### src/rtl/l_stf_gen.sv
// l_stf_gen: short-training-field preamble generator with optional edge windowing,
// output scaling and valid/ready backpressure.
module l_stf_gen #(
   parameter int DATA_W   = 16,
   parameter int N_PERIOD = 10,
   parameter int WIN_EN   = 1
) (
   input  logic                clk,
   input  logic                rstn,
   input  logic                start,
   input  logic [2:0]          scale_sh,
   output logic                o_valid,
   input  logic                o_ready,
   output logic [2*DATA_W-1:0] o_iq,
   output logic                o_last,
   output logic                busy,
   output logic                done
);
   typedef enum logic [1:0] {IDLE, RUN, TAIL, DONE} state_t;
   localparam logic [15:0] TI [16] = '{16'h02f2, 16'h03d9, 16'h042a, 16'h03d9,
                                       16'h02f2, 16'h0198, 16'h0000, 16'hfe68,
                                       16'hfd0e, 16'hfc27, 16'hfbd6, 16'hfc27,
                                       16'hfd0e, 16'hfe68, 16'h0000, 16'h0198};
   localparam logic [15:0] TQ [16] = '{16'h02f2, 16'h0198, 16'h0000, 16'hfe68,
                                       16'hfd0e, 16'hfc27, 16'hfbd6, 16'hfc27,
                                       16'hfd0e, 16'hfe68, 16'h0000, 16'h0198,
                                       16'h02f2, 16'h03d9, 16'h042a, 16'h03d9};
   state_t             st, st_nx;
   logic [3:0]         idx;
   logic [7:0]         per;
   logic [2:0]         sh;
   logic               vld;
   logic               xfer;
   logic               end_run;
   logic               half;
   logic [4:0]         sa;
   logic signed [23:0] wi, wq;
   assign xfer    = vld & o_ready;
   assign end_run = (idx == 4'hf) && (per == 8'(N_PERIOD - 1));
   assign half    = (WIN_EN != 0) && ((st == TAIL) || (idx == 4'h0 && per == 8'h00));
   // Table values sit at bit 8 of a 24-bit word, so one floor shift covers the
   // width rule, the window halving and the scale in a single step.
   assign sa      = 5'(24 - DATA_W) + 5'(half) + 5'(sh);
   assign wi      = $signed({TI[idx], 8'h00}) >>> sa;
   assign wq      = $signed({TQ[idx], 8'h00}) >>> sa;
   assign o_valid = vld;
   assign o_iq    = vld ? {wi[DATA_W-1:0], wq[DATA_W-1:0]} : '0;
   assign o_last  = vld && ((WIN_EN != 0) ? (st == TAIL) : (st == RUN && end_run));
   assign busy    = (st == RUN) || (st == TAIL);
   assign done    = (st == DONE);
   always_comb begin
      st_nx = st;
      case (st)
         IDLE:    st_nx = start ? RUN : IDLE;
         RUN:     if (xfer && end_run) st_nx = (WIN_EN != 0) ? TAIL : DONE;
         TAIL:    st_nx = xfer ? DONE : TAIL;
         default: st_nx = IDLE;
      endcase
   end
   always_ff @(posedge clk) begin
      if (!rstn) begin
         st  <= IDLE;
         idx <= '0;
         per <= '0;
         sh  <= '0;
         vld <= 1'b0;
      end else begin
         st  <= st_nx;
         vld <= busy && !(xfer && o_last);
         if (st == IDLE && start) begin
            sh  <= scale_sh;
            idx <= '0;
            per <= '0;
         end else if (st == RUN && xfer) begin
            idx <= idx + 4'd1;
            if (idx == 4'hf) per <= per + 8'd1;
         end
      end
   end
endmodule

### config.mk
export PLATFORM = sky130hd
export DESIGN_NAME = l_stf_gen
export DESIGN_NICKNAME = d
export VERILOG_FILES = /design/src/rtl/l_stf_gen.sv
export SDC_FILE = /design/constraint.sdc
export NUM_CORES = 1
export LEC_CHECK = 0
export ABC_CLOCK_PERIOD_IN_PS = 3600
export CORE_ASPECT_RATIO = 1.75
export CORE_MARGIN = 1
export CORE_UTILIZATION = 52
export CTS_CLUSTER_DIAMETER = 60
export DETAILED_ROUTE_END_ITERATION = 7
export PLACE_DENSITY = 0.76
export SLEW_MARGIN = 5
export SYNTH_ARGS = -nofsm -noshare
export SYNTH_HDL_FRONTEND = slang
export SYNTH_SLANG_ARGS = --single-unit
### constraint.sdc
create_clock -name clk -period 3.6 [get_ports clk]
set_input_delay 0.72 -clock clk [delete_from_list [all_inputs] [get_ports clk]]
set_output_delay 0.72 -clock clk [all_outputs]
set_load 0.03 [all_outputs]
==> results.md, run 1 <==
### Placement
* 4700 sq um — placed instance area
* 0.960 — Placer Congestion
* 9690 um — total half-perimeter wirelength after legalization and detailed placement
* 42 — number of port buffers
* 677 — placed instance count

### Floorplan
* 38 — number of standard-cell rows in the floorplan
* 0.538 — effective utilization at floorplan
* 62.4 um — Chip Width
* 43 — I/O pin cnt
* 108 um — floorplan die height

### Logic synthesis
* 18 — Yosys reg bits
* 0.108 — Seq/Total Area, Yosys
* 0 — async set-reset flop share out of synthesis
* sky130_fd_sc_hd__nor2_1 (58), sky130_fd_sc_hd__nand2_1 (46), sky130_fd_sc_hd__a21oi_1 (43) — most used standard cells in the synthesized netlist
* sky130_fd_sc_hd__nor2_1 — cell with the most instances after synthesis
* 62 — number of library cell types mapped by synthesis
* sky130_fd_sc_hd__dfxtp_1 — Main synth FF type
* 483 — number of standard cells after synthesis
* 0.108 — share of Yosys cell area claimed by the top area cell type
* 3320 sq um — Netlist Area Pre-Place
* sky130_fd_sc_hd__dfxtp_1 — largest area contributor in the netlist
* sky130_fd_sc_hd__dfxtp_1 (11%), sky130_fd_sc_hd__mux2i_1 (9.0%), sky130_fd_sc_hd__ha_1 (7.2%) — leading cell types by total area after synthesis
* 0 — Ys Warns
* 509 — net count of the mapped netlist
* 0 — number of enable flip-flop cells after synthesis
* 6.88 sq um — Mapped Avg Cell Area

### Timing
* primary output — type of the worst endpoint after the last repair
* o_iq[6] — GRT repair_timing worst endpoint

### Outcome
* [ERROR GRT-0232] Routing congestion too high. Check the congestion heatmap in the GUI. — first logged error message
* aborted with a tool error — result of the run
* global routing — stage where the flow stopped

### GRT
* 35 — GR Overflow Total
* 45 — pin count of the biggest net entering global routing
* 0.661 — Overall Global Routing Usage

### Clock network
* 3 — cts bufs inserted
* 18 — CTS sink count
* sky130_fd_sc_hd__clkbuf_8 — clock root buffer master
* 1 — htree depth
* 2 — Max Buffers Root-to-Sink

layer usage:
metal,global-route usage,overflow
met1,0.633,1
met2,0.955,9
met3,0.283,0
met4,0.832,25
met5,0,0
cells by family after synthesis:
kind of cell	Yosys count	share of synthesized area
DFF	18	0.108
buffers and inverters	56	0.0738
AOI/OAI and AO/OA	153	0.298
and+or+nand+nor	176	0.245
adders and majority gates	19	0.0715
muxes	51	0.175
xor gates and xnor gates	10	0.0286
what timing repair did:
| item | CTS |
|---|---|
| pin swaps | 45 |
| gates resized for setup | 179 |
| hold endpoints to repair | 0 |
| cloned | 1 |
| setup endpoints to repair | 32 |
| buffers inserted | 24 |
| hold buffers | 0 |
through the flow:
| stage | setup WS (ns) | TNS, ns | hold WS (ns) | util |
|---|---|---|---|---|
| after global placement | -0.392 | -2.45 | 0.525 | 0.761 |
| after detailed placement | -0.472 | -4.35 | 0.551 | 0.761 |
| after floorplan | -0.0192 | -0.0479 | 0.470 | - |
| after CTS | -0.272 | -5.78 | 0.564 | 0.894 |
==> inputs of run 2 (changes only) <==
==> config.mk (replaced) <==
export PLATFORM = sky130hd
export DESIGN_NAME = l_stf_gen
export DESIGN_NICKNAME = d
export VERILOG_FILES = /design/src/rtl/l_stf_gen.sv
export SDC_FILE = /design/constraint.sdc
export NUM_CORES = 1
export LEC_CHECK = 0
export ABC_CLOCK_PERIOD_IN_PS = 4700
export CORE_MARGIN = 1
export CORE_UTILIZATION = 40
export DETAILED_ROUTE_END_ITERATION = 7
export PLACE_DENSITY_LB_ADDON = 0.15
export SLEW_MARGIN = 5
export SYNTH_ARGS = -nofsm -noshare
export SYNTH_HDL_FRONTEND = slang
export SYNTH_SLANG_ARGS = --single-unit
==> constraint.sdc (replaced) <==
create_clock -name clk -period 4.7 [get_ports clk]
set_input_delay 0.94 -clock clk [delete_from_list [all_inputs] [get_ports clk]]
set_output_delay 0.94 -clock clk [all_outputs]
set_load 0.03 [all_outputs]
==> run 2 against run 1 <==
Compared with the run above:
- the flow now finishes without violations
- synthesized cell count unchanged
- synthesized area did not move
==> results.md, run 2 <==
### Logic synthesis
* 509 — net count of the mapped netlist, unchanged
* 483 — number of standard cells after synthesis, unchanged
* 0 — number of enable flip-flop cells after synthesis, unchanged
* sky130_fd_sc_hd__dfxtp_1 — Main synth FF type
* 62 — number of library cell types mapped by synthesis, unchanged
* 18 — Yosys reg bits, unchanged
* sky130_fd_sc_hd__nor2_1 — cell with the most instances after synthesis
* 0 — Ys Warns, unchanged
* 6.88 sq um — Mapped Avg Cell Area, unchanged
* 0.108 — Seq/Total Area, Yosys, unchanged
* 0.108 — share of Yosys cell area claimed by the top area cell type, unchanged
* sky130_fd_sc_hd__dfxtp_1 (11%), sky130_fd_sc_hd__mux2i_1 (9.0%), sky130_fd_sc_hd__ha_1 (7.2%) — leading cell types by total area after synthesis
* sky130_fd_sc_hd__dfxtp_1 — largest area contributor in the netlist
* sky130_fd_sc_hd__nor2_1 (58), sky130_fd_sc_hd__nand2_1 (46), sky130_fd_sc_hd__a21oi_1 (43) — most used standard cells in the synthesized netlist
* 0 — async set-reset flop share out of synthesis, unchanged
* 3320 sq um — Netlist Area Pre-Place, unchanged

### Routing
* 6 — number of detailed-routing iterations run before antenna repair
* 17.4 um — routed length per placed instance
* 0 — # DRC
* 3763 — total via count in the routed design
* 0 — Antenna Nets Post-Route
* 6.06 — mean number of vias per cell
* 10800 um — Total Wirelength
* 236 — detailed router's first-iteration violation count

### Timing
* 0.501 ns — final worst hold slack
* 0.866 ns — pin slew with the least headroom to its limit
* 4.44 ns — Final min period
* 0.263 ns — Worst Setup Slack, final
* 0.422 — normalized max-slew margin
* 0 — Final Hold Vio Count
* 0 — count of endpoints failing setup in the final report
* 0.00345 ns — Layout Skew
* 0 — count of pins over their slew limit
* 0.944 — Tcrit/Tclk final
* 225 MHz — achievable frequency

### Final layout
* 0.195 — fraction of final layout cells with drive strength greater than 1
* 2780 sq um — multi-input combinational cell area
* sky130_fd_sc_hd__nor2_1 (57), sky130_fd_sc_hd__buf_4 (52), sky130_fd_sc_hd__nand2_1 (46), sky130_fd_sc_hd__a21oi_1 (43), sky130_fd_sc_hd__o21ai_0 (32) — commonest cells after routing, fill and taps aside
* 19.7% — relative area change from synthesis to final layout
* per — register with the highest flop count
* sky130_fd_sc_hd__nor2_1 — leading cell type in the layout, fill and taps excluded
* 790 — fill count
* 546 — final net count
* per x8, idx x4, sh x3 — leading registers by flop count
* 360 sq um — register area
* 8 — number of flip-flops in the largest register
* 0 — number of diodes added for antenna fixing

### Placement
* 0.897 — Placer Congestion, -6.6%
* 42 — number of port buffers, unchanged
* 0.132 ns — worst-case setup slack after placement, +0.604 ns
* 8160 um — total half-perimeter wirelength after legalization and detailed placement, -16%

### Critical path
* reg -> out — kind of critical path
* 7 — FF-to-FF path depth
* 3.50 ns — Crit path arrival time
* st[0]$_SDFFE_PN0P_ — startpoint of the worst setup timing path
* o_iq[2] — worst setup path end
* 3.76 ns — worst endpoint required time
* flop — type of element launching the critical path
* 16 — logic depth of the worst setup path including buffers
* 2.18 ns — worst reg-to-reg setup slack
* 6 — count of buffering cells on the critical path with inverters included
* inv_1, ha_1, inv_1, o31ai_2, buf_4, ha_2, and2_1, ha_1, inv_1, buf_4, nor3_2, nand2_1, nand2_1, nand3_1, o31ai_1, buf_4 — cells along the critical path
* o_valid$_SDFF_PN0_ — reg-to-reg critical path startpoint
* per[7]$_SDFFE_PP0P_ — terminus of the critical flop-to-flop path
* primary output — CP Capture Type
* buffers and inverters — Top Family by Delay on Critical Path
* sky130_fd_sc_hd__ha_1 — cell with the biggest individual delay on the critical path
* 14 — largest fanout of any net on the critical path
* 0.41 ns — Slowest Stage Delay on Critical Path

### Clock network
* 3 — cts bufs inserted, unchanged
* 0 — total setup buffers inserted after CTS, -100%
* sky130_fd_sc_hd__clkbuf_8 — clock root buffer master
* 18 — CTS sink count, unchanged
* 2 — Max Buffers Root-to-Sink, unchanged
* yes — TritonCTS clock tree
* 0.07 ns — clock slew at reported path FFs
* 1 — htree depth, unchanged
* 0.25 ns — Worst-Skew Late Latency

### Outcome
* completed — result of the run

### Floorplan
* 7890 sq um — Core Area
* 93.2 um — Chip Width, +49%
* 32 — number of standard-cell rows in the floorplan, -16%
* 43 — I/O pin cnt, unchanged
* 93.2 um — floorplan die height, -14%
* 0.421 — effective utilization at floorplan, -0.116
* 8680 sq um — area enclosed by the die boundary

### Power and ir drop
* 0.000210 V — Max rail drop VDD
* 194 nW/um^2 — power density over the cells
* 1.67 nW — Static Leak

### Min path
* reg -> reg — Tightest Hold Check Type

### GRT
* 0.254 — Overall Global Routing Usage
* 3471 — number of global-route vias before repair
* 0 — number of antenna violations at the first check in global routing
* 0 — GR Overflow Total
* 17600 um — wire length of the first global-routing pass
* 45 — pin count of the biggest net entering global routing

### Run
* 0 — MaxCap Viol Count

[run 2: cell counts after synthesis]
No cell type changed its count.
[run 2: kinds of logic after synthesis]
family,Yosys count,synth area share
adders and majority gates,19,0.0715
muxes,51,0.175
xor gates and xnor gates,10,0.0286
AOI/OAI and AO/OA,153,0.298
buffers and inverters,56,0.0738
and+or+nand+nor,176,0.245
DFF,18,0.108
[run 2: how the worst min path moves through the flow]
stage	slack (ns)	to	cells after the start	start
floorplan	0.47	sh[2]$_SDFFE_PN0P_	2	sh[2]$_SDFFE_PN0P_
global placement	0.50	sh[2]$_SDFFE_PN0P_	2	sh[2]$_SDFFE_PN0P_
detailed placement	0.49	sh[2]$_SDFFE_PN0P_	2	sh[2]$_SDFFE_PN0P_
CTS	0.50	sh[2]$_SDFFE_PN0P_	2	sh[2]$_SDFFE_PN0P_
global route	0.55	sh[0]$_SDFFE_PN0P_	2	sh[0]$_SDFFE_PN0P_
finish	0.50	sh[2]$_SDFFE_PN0P_	2	sh[2]$_SDFFE_PN0P_
[run 2: through the flow]
step / utilization / instances / setup TNS, ns / power [mW] / area [sq um]
6_report: 0.505 / 621 / 0 / 0.774 / 3980
5_1_grt: 0.505 / 621 / -0.0192 / 0.823 / 3980
4_1_cts: 0.501 / 621 / -0.0597 / 0.764 / 3950
3_5_place_dp: 0.491 / 617 / 0 / 0.633 / 3880
3_3_place_gp: 0.491 / 617 / 0 / 0.634 / 3880
2_1_floorplan: - / 483 / 0 / 0.492 / 3330
[run 2: layout make-up]
cell class | instances | area share
clock buffers | 4 | 0.0138
repair buffers | 73 | 0.151
flip-flops and latches | 18 | 0.0905
inverters | 15 | 0.0141
multi-input cells | 409 | 0.699
well taps | 102 | 0.0321
[run 2: timing repair]
| item | in CTS | in global routing |
|---|---|---|
| setup endpoints to repair | 9 | 17 |
| resized for setup | 9 | 17 |
| pin swaps | 0 | 1 |
| hold buffers | 0 | 0 |
[run 2: report_power, final]
group / leakage, nW / total (mW) / switching, mW / internal, mW
sequential: 0.146 / 0.179 / 0.0195 / 0.160
clock: 0.0288 / 0.127 / 0.0527 / 0.0744
combinational: 1.50 / 0.468 / 0.282 / 0.185
total: 1.67 / 0.774 / 0.354 / 0.420
[run 2: tightest hold or removal path, stage by stage (launching register included)]
cell	delay (ns)
sky130_fd_sc_hd__dfxtp_1	0.34
sky130_fd_sc_hd__nand2_1	0.06
sky130_fd_sc_hd__a21boi_0	0.06
[run 2: per-layer routing]
layer / vias up / wire length (um) / share of wire / global-route usage
met2: 153 / 5010 / 0.46 / 0.413
met1: 1765 / 4950 / 0.46 / 0.362
li1: 1835 / - / - / -
met3: 10 / 690 / 0.064 / 0.0260
met5: - / 0 / 0 / 0
met4: 0 / 126 / 0.012 / 0.0513
Power figures use the tool's default switching activity.
==> inputs of run 3 (changes only) <==
--- a/config.mk
+++ b/config.mk
@@ -10,6 +10,7 @@
 export CORE_UTILIZATION = 40
 export DETAILED_ROUTE_END_ITERATION = 7
 export PLACE_DENSITY_LB_ADDON = 0.15
+export SKIP_CTS_REPAIR_TIMING = 1
 export SLEW_MARGIN = 5
 export SYNTH_ARGS = -nofsm -noshare
 export SYNTH_HDL_FRONTEND = slang
==> run 3 against run 2 <==
Compared with the run above:
- clock skew barely moved
- die area did not move
- critical path depth fell by 2
- largest power group unchanged
- core utilization rose by 0.41 points
- first-iteration DRC count rose by 20%
- fmax fell by 2.3%
- flip-flop and latch count did not move
- power rose by 0.58%
- critical endpoint is now o_iq[6]
- global-route usage fell by 0.064 points
==> results.md, run 3 (same netlist as run 2, synthesis figures left out) <==
### Outcome
* completed — result of the run

### Timing
* 0.966 — Tcrit/Tclk final, +0.0218
* 0.00350 ns — Layout Skew, +0.0000482 ns
* 0.873 ns — pin slew with the least headroom to its limit, +0.00738 ns
* 4.54 ns — Final min period, +0.102 ns
* 0 — count of endpoints failing setup in the final report, unchanged
* 0.417 — normalized max-slew margin, -0.00493
* 0 — Final Hold Vio Count, unchanged
* 220 MHz — achievable frequency, -2.3%
* 0 — count of pins over their slew limit, unchanged

### Critical path
* o_valid$_SDFF_PN0_ — reg-to-reg critical path startpoint
* 7 — FF-to-FF path depth, unchanged
* flop — type of element launching the critical path
* idx[1]$_SDFFE_PP0P_ — startpoint of the worst setup timing path
* 3.76 ns — worst endpoint required time, about the same
* 0.60 ns — Slowest Stage Delay on Critical Path, +0.19 ns
* reg -> out — kind of critical path
* inv_1, ha_1, nand3_1, o31ai_1, ha_2, buf_12, xnor2_4, mux4_2, o32ai_2, a221oi_2, mux2_2, nor3_2, a211oi_2, dlymetal6s2s_1 — cells along the critical path
* sky130_fd_sc_hd__mux4_2 — cell with the biggest individual delay on the critical path
* 2.13 ns — worst reg-to-reg setup slack, -0.05 ns
* 3 — count of buffering cells on the critical path with inverters included, -3
* 14 — logic depth of the worst setup path including buffers, -2
* primary output — CP Capture Type
* per[7]$_SDFFE_PP0P_ — terminus of the critical flop-to-flop path
* 3.60 ns — Crit path arrival time, +0.10 ns
* multiplexers — Top Family by Delay on Critical Path
* 11 — largest fanout of any net on the critical path, -3

### Routing
* 6.06 — mean number of vias per cell, about the same
* 10900 um — Total Wirelength, +1.3%
* 17.6 um — routed length per placed instance, +1.2%
* 0 — Antenna Nets Post-Route, unchanged
* 284 — detailed router's first-iteration violation count, +20%
* 6 — number of detailed-routing iterations run before antenna repair, unchanged
* 3768 — total via count in the routed design, +0.13%
* 0 — # DRC, unchanged

### GRT
* 17500 um — wire length of the first global-routing pass, -0.16%
* 3472 — number of global-route vias before repair, +0.029%
* 0.253 — Overall Global Routing Usage, -0.000644
* 45 — pin count of the biggest net entering global routing, unchanged
* 0 — GR Overflow Total, unchanged
* 0 — number of antenna violations at the first check in global routing, unchanged

### Min path
* 2 — Cells on Worst Hold Path, unchanged
* sh[2]$_SDFFE_PN0P_ — Hold Startpoint
* reg -> reg — Tightest Hold Check Type
* sh[2]$_SDFFE_PN0P_ — Hold Path Sink

### Final layout
* 8 — number of flip-flops in the largest register, unchanged
* sky130_fd_sc_hd__nor2_1 — leading cell type in the layout, fill and taps excluded
* 0.190 — fraction of final layout cells with drive strength greater than 1, -0.00422
* 0.509 — post-layout util, +0.00412
* per — register with the highest flop count
* 20.7% — relative area change from synthesis to final layout
* 0 — number of diodes added for antenna fixing, unchanged
* sky130_fd_sc_hd__nor2_1 (57), sky130_fd_sc_hd__buf_4 (52), sky130_fd_sc_hd__nand2_1 (46), sky130_fd_sc_hd__a21oi_1 (43), sky130_fd_sc_hd__o21ai_0 (32) — commonest cells after routing, fill and taps aside
* per x8, idx x4, sh x3 — leading registers by flop count
* 547 — final net count, +0.18%

### Power and ir drop
* 0.000194 V — Max rail drop VDD, -7.9%
* 194 nW/um^2 — power density over the cells, -0.24%
* 0.457 — fraction of power spent switching nets, -0.00114
* 0.606 — power share of the combinational group, +0.002
* 0.164 — part of the power in the clock network, about the same
* 0.779 mW — post-layout total power, +0.58%
* 0.356 mW — Net Sw Power, +0.33%
* 1.76 nW — Static Leak, +5.2%
* 0.423 mW — Internal Power, +0.79%
* 0.230 — relative contribution of sequential cells to total power, -0.002

### Clock network
* 1 — htree depth, unchanged
* 0.07 ns — clock slew at reported path FFs, about the same
* 0.25 ns — Worst-Skew Late Latency, about the same
* 2 — Max Buffers Root-to-Sink, unchanged
* 3 — cts bufs inserted, unchanged
* 18 — CTS sink count, unchanged
* sky130_fd_sc_hd__clkbuf_8 — clock root buffer master
* yes — TritonCTS clock tree

### Floorplan
* 0.421 — effective utilization at floorplan, unchanged
* 93.2 um — Chip Width, unchanged
* 43 — I/O pin cnt, unchanged
* 8680 sq um — area enclosed by the die boundary, unchanged
* 7890 sq um — Core Area, unchanged
* 93.2 um — floorplan die height, unchanged
* 32 — number of standard-cell rows in the floorplan, unchanged

### Placement
* 0.897 — Placer Congestion, unchanged
* 8160 um — total half-perimeter wirelength after legalization and detailed placement, unchanged
* 42 — number of port buffers, unchanged

### Run
* 0 — MaxCap Viol Count, unchanged

-- run 3: cell types whose count changed in the layout (fill, tap and decap cells not counted) --
| cell | previous run | this run |
|---|---|---|
| sky130_fd_sc_hd__buf_12 | 0 | 1 |
| sky130_fd_sc_hd__o31ai_1 | 4 | 5 |
| sky130_fd_sc_hd__dlygate4sd2_1 | 3 | 0 |
| sky130_fd_sc_hd__mux2i_1 | 29 | 30 |
| sky130_fd_sc_hd__o31ai_2 | 1 | 0 |
| sky130_fd_sc_hd__clkbuf_2 | 2 | 1 |
| sky130_fd_sc_hd__mux2i_2 | 1 | 0 |
| sky130_fd_sc_hd__dlymetal6s2s_1 | 5 | 10 |
| sky130_fd_sc_hd__clkdlybuf4s15_1 | 1 | 0 |
-- run 3: how the worst max path moves through the flow --
stage	endpoint	slack [ns]
global placement	o_iq[19]	0.20
CTS	o_iq[6]	-0.14
global route	o_iq[14]	-0.02
floorplan	o_iq[10]	0.02
detailed placement	o_iq[6]	0.13
finish	o_iq[6]	0.16
-- run 3: metrics by stage --
step / std cells / worst slack [ns] / instance area, sq um / hold slack, ns / setup TNS, ns
after floorplan: 483 / 0.0232 / 3330 / 0.470 / 0
after global placement: 617 / 0.204 / 3880 / 0.496 / 0
after detailed placement: 617 / 0.132 / 3880 / 0.494 / 0
after CTS: 621 / -0.145 / 3930 / 0.504 / -0.732
after global routing: 622 / -0.0235 / 4010 / 0.549 / -0.0235
final: 622 / 0.161 / 4010 / 0.501 / 0
-- run 3: cell type report --
class,count,area (sq um)
flip-flops and latches,18,360
multi-input cells,409,2770
repair buffers,74,641
clock buffers,4,55.1
fillers,782,3870
inverters,15,56.3
well taps,102,128
-- run 3: power groups by stage --
stage | registers (mW) | logic (mW) | clock network (mW)
6_report | 0.179 | 0.472 | 0.127
5_1_grt | 0.180 | 0.508 | 0.138
4_1_cts | 0.177 | 0.455 | 0.128
3_5_place_dp | 0.180 | 0.453 | 0
3_3_place_gp | 0.180 | 0.454 | 0
2_1_floorplan | 0.173 | 0.319 | 0
-- run 3: routing by layer --
metal,track usage,wire length [um]
met5,0,0
met4,0.0513,186
met3,0.0260,748
met2,0.411,5000
met1,0.362,4990
-- run 3: worst min-delay path: stages, from the launching register on --
cell,delay [ns]
sky130_fd_sc_hd__dfxtp_1,0.34
sky130_fd_sc_hd__nand2_1,0.06
sky130_fd_sc_hd__a21boi_0,0.06
==> inputs of run 4 (changes only) <==
--- a/config.mk
+++ b/config.mk
@@ -6,7 +6,8 @@
 export NUM_CORES = 1
 export LEC_CHECK = 0
 export ABC_CLOCK_PERIOD_IN_PS = 4700
-export CORE_MARGIN = 1
+export CAP_MARGIN = 20
+export CORE_MARGIN = 2
 export CORE_UTILIZATION = 40
 export DETAILED_ROUTE_END_ITERATION = 7
 export PLACE_DENSITY_LB_ADDON = 0.15
==> run 4 against run 3 <==
Compared with the run above:
- non-clock buffer count stayed put
- hold slack better by 0.026 ns
- register-to-register slack better by 0.29 ns
- via count is 1.3% higher
- combinational power is 0.8% higher
- critical path depth is 2 higher
- design area is 0.28% higher
- clock power hardly changed
- clock skew is 0.0026 ns lower
==> results.md, run 4 (same netlist as run 2, synthesis figures left out) <==
### Outcome
* completed — result of the run

### Floorplan
* 95.2 um — floorplan die height, +2.1%
* 9060 sq um — area enclosed by the die boundary, +4.3%
* 33 — number of standard-cell rows in the floorplan, +3.1%
* 8130 sq um — Core Area, +3.1%
* 43 — I/O pin cnt, unchanged
* 0.409 — effective utilization at floorplan, -0.0128
* 95.2 um — Chip Width, +2.1%

### Critical path
* idx[0]$_SDFFE_PP0P_ — reg-to-reg critical path startpoint
* 7 — count of buffering cells on the critical path with inverters included, +4
* sky130_fd_sc_hd__buf_4 — most common cell type on the critical path
* 9 — FF-to-FF path depth, +2
* per[7]$_SDFFE_PP0P_ — terminus of the critical flop-to-flop path
* 3.57 ns — Crit path arrival time, -0.03 ns
* buffers and inverters — Top Family by Delay on Critical Path
* 3.76 ns — worst endpoint required time, about the same
* primary output — CP Capture Type
* 2.42 ns — worst reg-to-reg setup slack, +0.29 ns
* flop — type of element launching the critical path
* sky130_fd_sc_hd__nor3_1 — cell with the biggest individual delay on the critical path
* 0.56 ns — Slowest Stage Delay on Critical Path, -0.04 ns
* 17 — largest fanout of any net on the critical path, +6
* reg -> out — kind of critical path
* inv_1, ha_1, inv_1, o31ai_2, buf_4, ha_4, and2_1, ha_1, buf_4, inv_1, buf_4, nor3_1, a31oi_1, o21ai_0, and3_1, buf_4 — cells along the critical path

### Routing
* 375 — detailed router's first-iteration violation count, +32%
* 3817 — total via count in the routed design, +1.3%
* 17.5 um — routed length per placed instance, about the same
* 0 — # DRC, unchanged
* 4680 um — wire length on met1, -6.2%
* 5 — number of detailed-routing iterations run before antenna repair, -1
* 5340 um — met2 routed wirelength, +6.8%
* 562 um — length of routed met3 wiring, -25%
* met4 — highest routed layer
* 6.11 — mean number of vias per cell, +0.81%
* 11000 um — Total Wirelength, +0.39%
* 0 — Antenna Nets Post-Route, unchanged

### Clock network
* 0.25 ns — Worst-Skew Late Latency, about the same
* 3 — cts bufs inserted, unchanged
* sky130_fd_sc_hd__clkbuf_8 — clock root buffer master
* yes — TritonCTS clock tree
* 2 — Max Buffers Root-to-Sink, unchanged
* 18 — CTS sink count, unchanged
* 0.07 ns — clock slew at reported path FFs, about the same
* 1 — htree depth, unchanged

### GRT
* 0 — number of antenna violations at the first check in global routing, unchanged
* 17700 um — wire length of the first global-routing pass, +1.0%
* 0 — GR Overflow Total, unchanged
* 45 — pin count of the biggest net entering global routing, unchanged
* 0.245 — Overall Global Routing Usage, -0.00802
* 3619 — number of global-route vias before repair, +4.2%

### Timing
* 0.959 — Tcrit/Tclk final, -0.00681
* 0.000856 ns — Layout Skew, -0.00264 ns
* 0.193 ns — Worst Setup Slack, final, +0.0320 ns
* no — RSZ-0062 raised after global routing
* 0 — Final Hold Vio Count, unchanged
* 0 — count of pins over their slew limit, unchanged
* 0.553 — normalized max-slew margin, +0.136
* 0 — count of endpoints failing setup in the final report, unchanged
* 0.666 ns — pin slew with the least headroom to its limit, -0.208 ns
* 4.51 ns — Final min period, -0.0320 ns
* 222 MHz — achievable frequency, +0.71%

### Run
* 0 — MaxCap Viol Count, unchanged

### Placement
* 0.136 ns — worst-case setup slack after placement, +0.00385 ns
* 42 — number of port buffers, unchanged
* 621 — placed instance count, +0.65%
* 0.924 — Placer Congestion, +3.1%
* 8350 um — total half-perimeter wirelength after legalization and detailed placement, +2.3%

### Final layout
* 21.0% — relative area change from synthesis to final layout
* per x8, idx x4, sh x3 — leading registers by flop count
* 547 — final net count, unchanged
* 8 — number of flip-flops in the largest register, unchanged
* 625 — non-filler cells in the finished layout, +0.48%
* 0.187 — fraction of final layout cells with drive strength greater than 1, -0.00385
* sky130_fd_sc_hd__nor2_1 — leading cell type in the layout, fill and taps excluded
* 2770 sq um — multi-input combinational cell area, -0.18%
* per — register with the highest flop count
* 360 sq um — register area, unchanged
* sky130_fd_sc_hd__nor2_1 (57), sky130_fd_sc_hd__buf_4 (51), sky130_fd_sc_hd__nand2_1 (46), sky130_fd_sc_hd__a21oi_1 (43), sky130_fd_sc_hd__o21ai_0 (32) — commonest cells after routing, fill and taps aside
* 0 — number of diodes added for antenna fixing, unchanged
* 853 — fill count, +9.1%

### Min path
* sh[2]$_SDFFE_PN0P_ — Hold Path Sink
* sh[2]$_SDFFE_PN0P_ — Hold Startpoint
* 2 — Cells on Worst Hold Path, unchanged
* reg -> reg — Tightest Hold Check Type

### Power and ir drop
* 192 nW/um^2 — power density over the cells, -0.81%
* 1.79 nW — Static Leak, +1.6%
* 0.000215 V — Max rail drop VDD, +11%
* 0.774 mW — post-layout total power, -0.53%

## run 4: how the worst max path moves through the flow
stage | startpoint | to | slack (ns) | depth (start not counted)
after floorplan | idx[0]$_SDFFE_PP0P_ | o_iq[10] | 0.02 | 12
after CTS | st[0]$_SDFFE_PN0P_ | o_iq[6] | -0.15 | 13
final | st[0]$_SDFFE_PN0P_ | o_iq[17] | 0.19 | 16
after global routing | st[0]$_SDFFE_PN0P_ | o_iq[2] | 0.02 | 17
after global placement | st[0]$_SDFFE_PN0P_ | o_iq[6] | 0.15 | 13
after detailed placement | st[0]$_SDFFE_PN0P_ | o_iq[6] | 0.14 | 13
## run 4: worst reg2reg max path: stages, from the launching register on
cell and delay, ns:
sky130_fd_sc_hd__dfxtp_1 0.33, sky130_fd_sc_hd__buf_4 0.25, sky130_fd_sc_hd__ha_1 0.41, sky130_fd_sc_hd__nand3_1 0.17, sky130_fd_sc_hd__nor2_2 0.28, sky130_fd_sc_hd__and4_1 0.27
sky130_fd_sc_hd__nand3_1 0.12, sky130_fd_sc_hd__nor2_1 0.14, sky130_fd_sc_hd__xnor2_1 0.13, sky130_fd_sc_hd__nor2_1 0.05
## run 4: metal layers
metal,up-vias,track usage
met5,-,0
met4,0,0.0906
met3,34,0.0150
met2,158,0.423
met1,1782,0.321
li1,1843,-
## run 4: per-stage QoR
stage | hold WS (ns) | instance area [sq um] | setup TNS, ns | util
2_1_floorplan | 0.470 | 3330 | 0 | -
3_3_place_gp | 0.488 | 3890 | 0 | 0.479
3_5_place_dp | 0.523 | 3890 | 0 | 0.479
4_1_cts | 0.531 | 3950 | -0.683 | 0.486
5_1_grt | 0.559 | 4020 | 0 | 0.495
6_report | 0.527 | 4020 | 0 | 0.495
## run 4: power breakdown
| group | switching, mW | internal, mW |
|---|---|---|
| registers | 0.0130 | 0.160 |
| logic | 0.284 | 0.191 |
| clock network | 0.0514 | 0.0745 |
| total | 0.349 | 0.426 |
## run 4: final cells by class
type	instances	share of cell area
clock buffer	4	0.0137
inverter	15	0.0140
multi-input combinational	409	0.688
sequential	18	0.0896
tap	105	0.0326
timing repair buffer	74	0.162
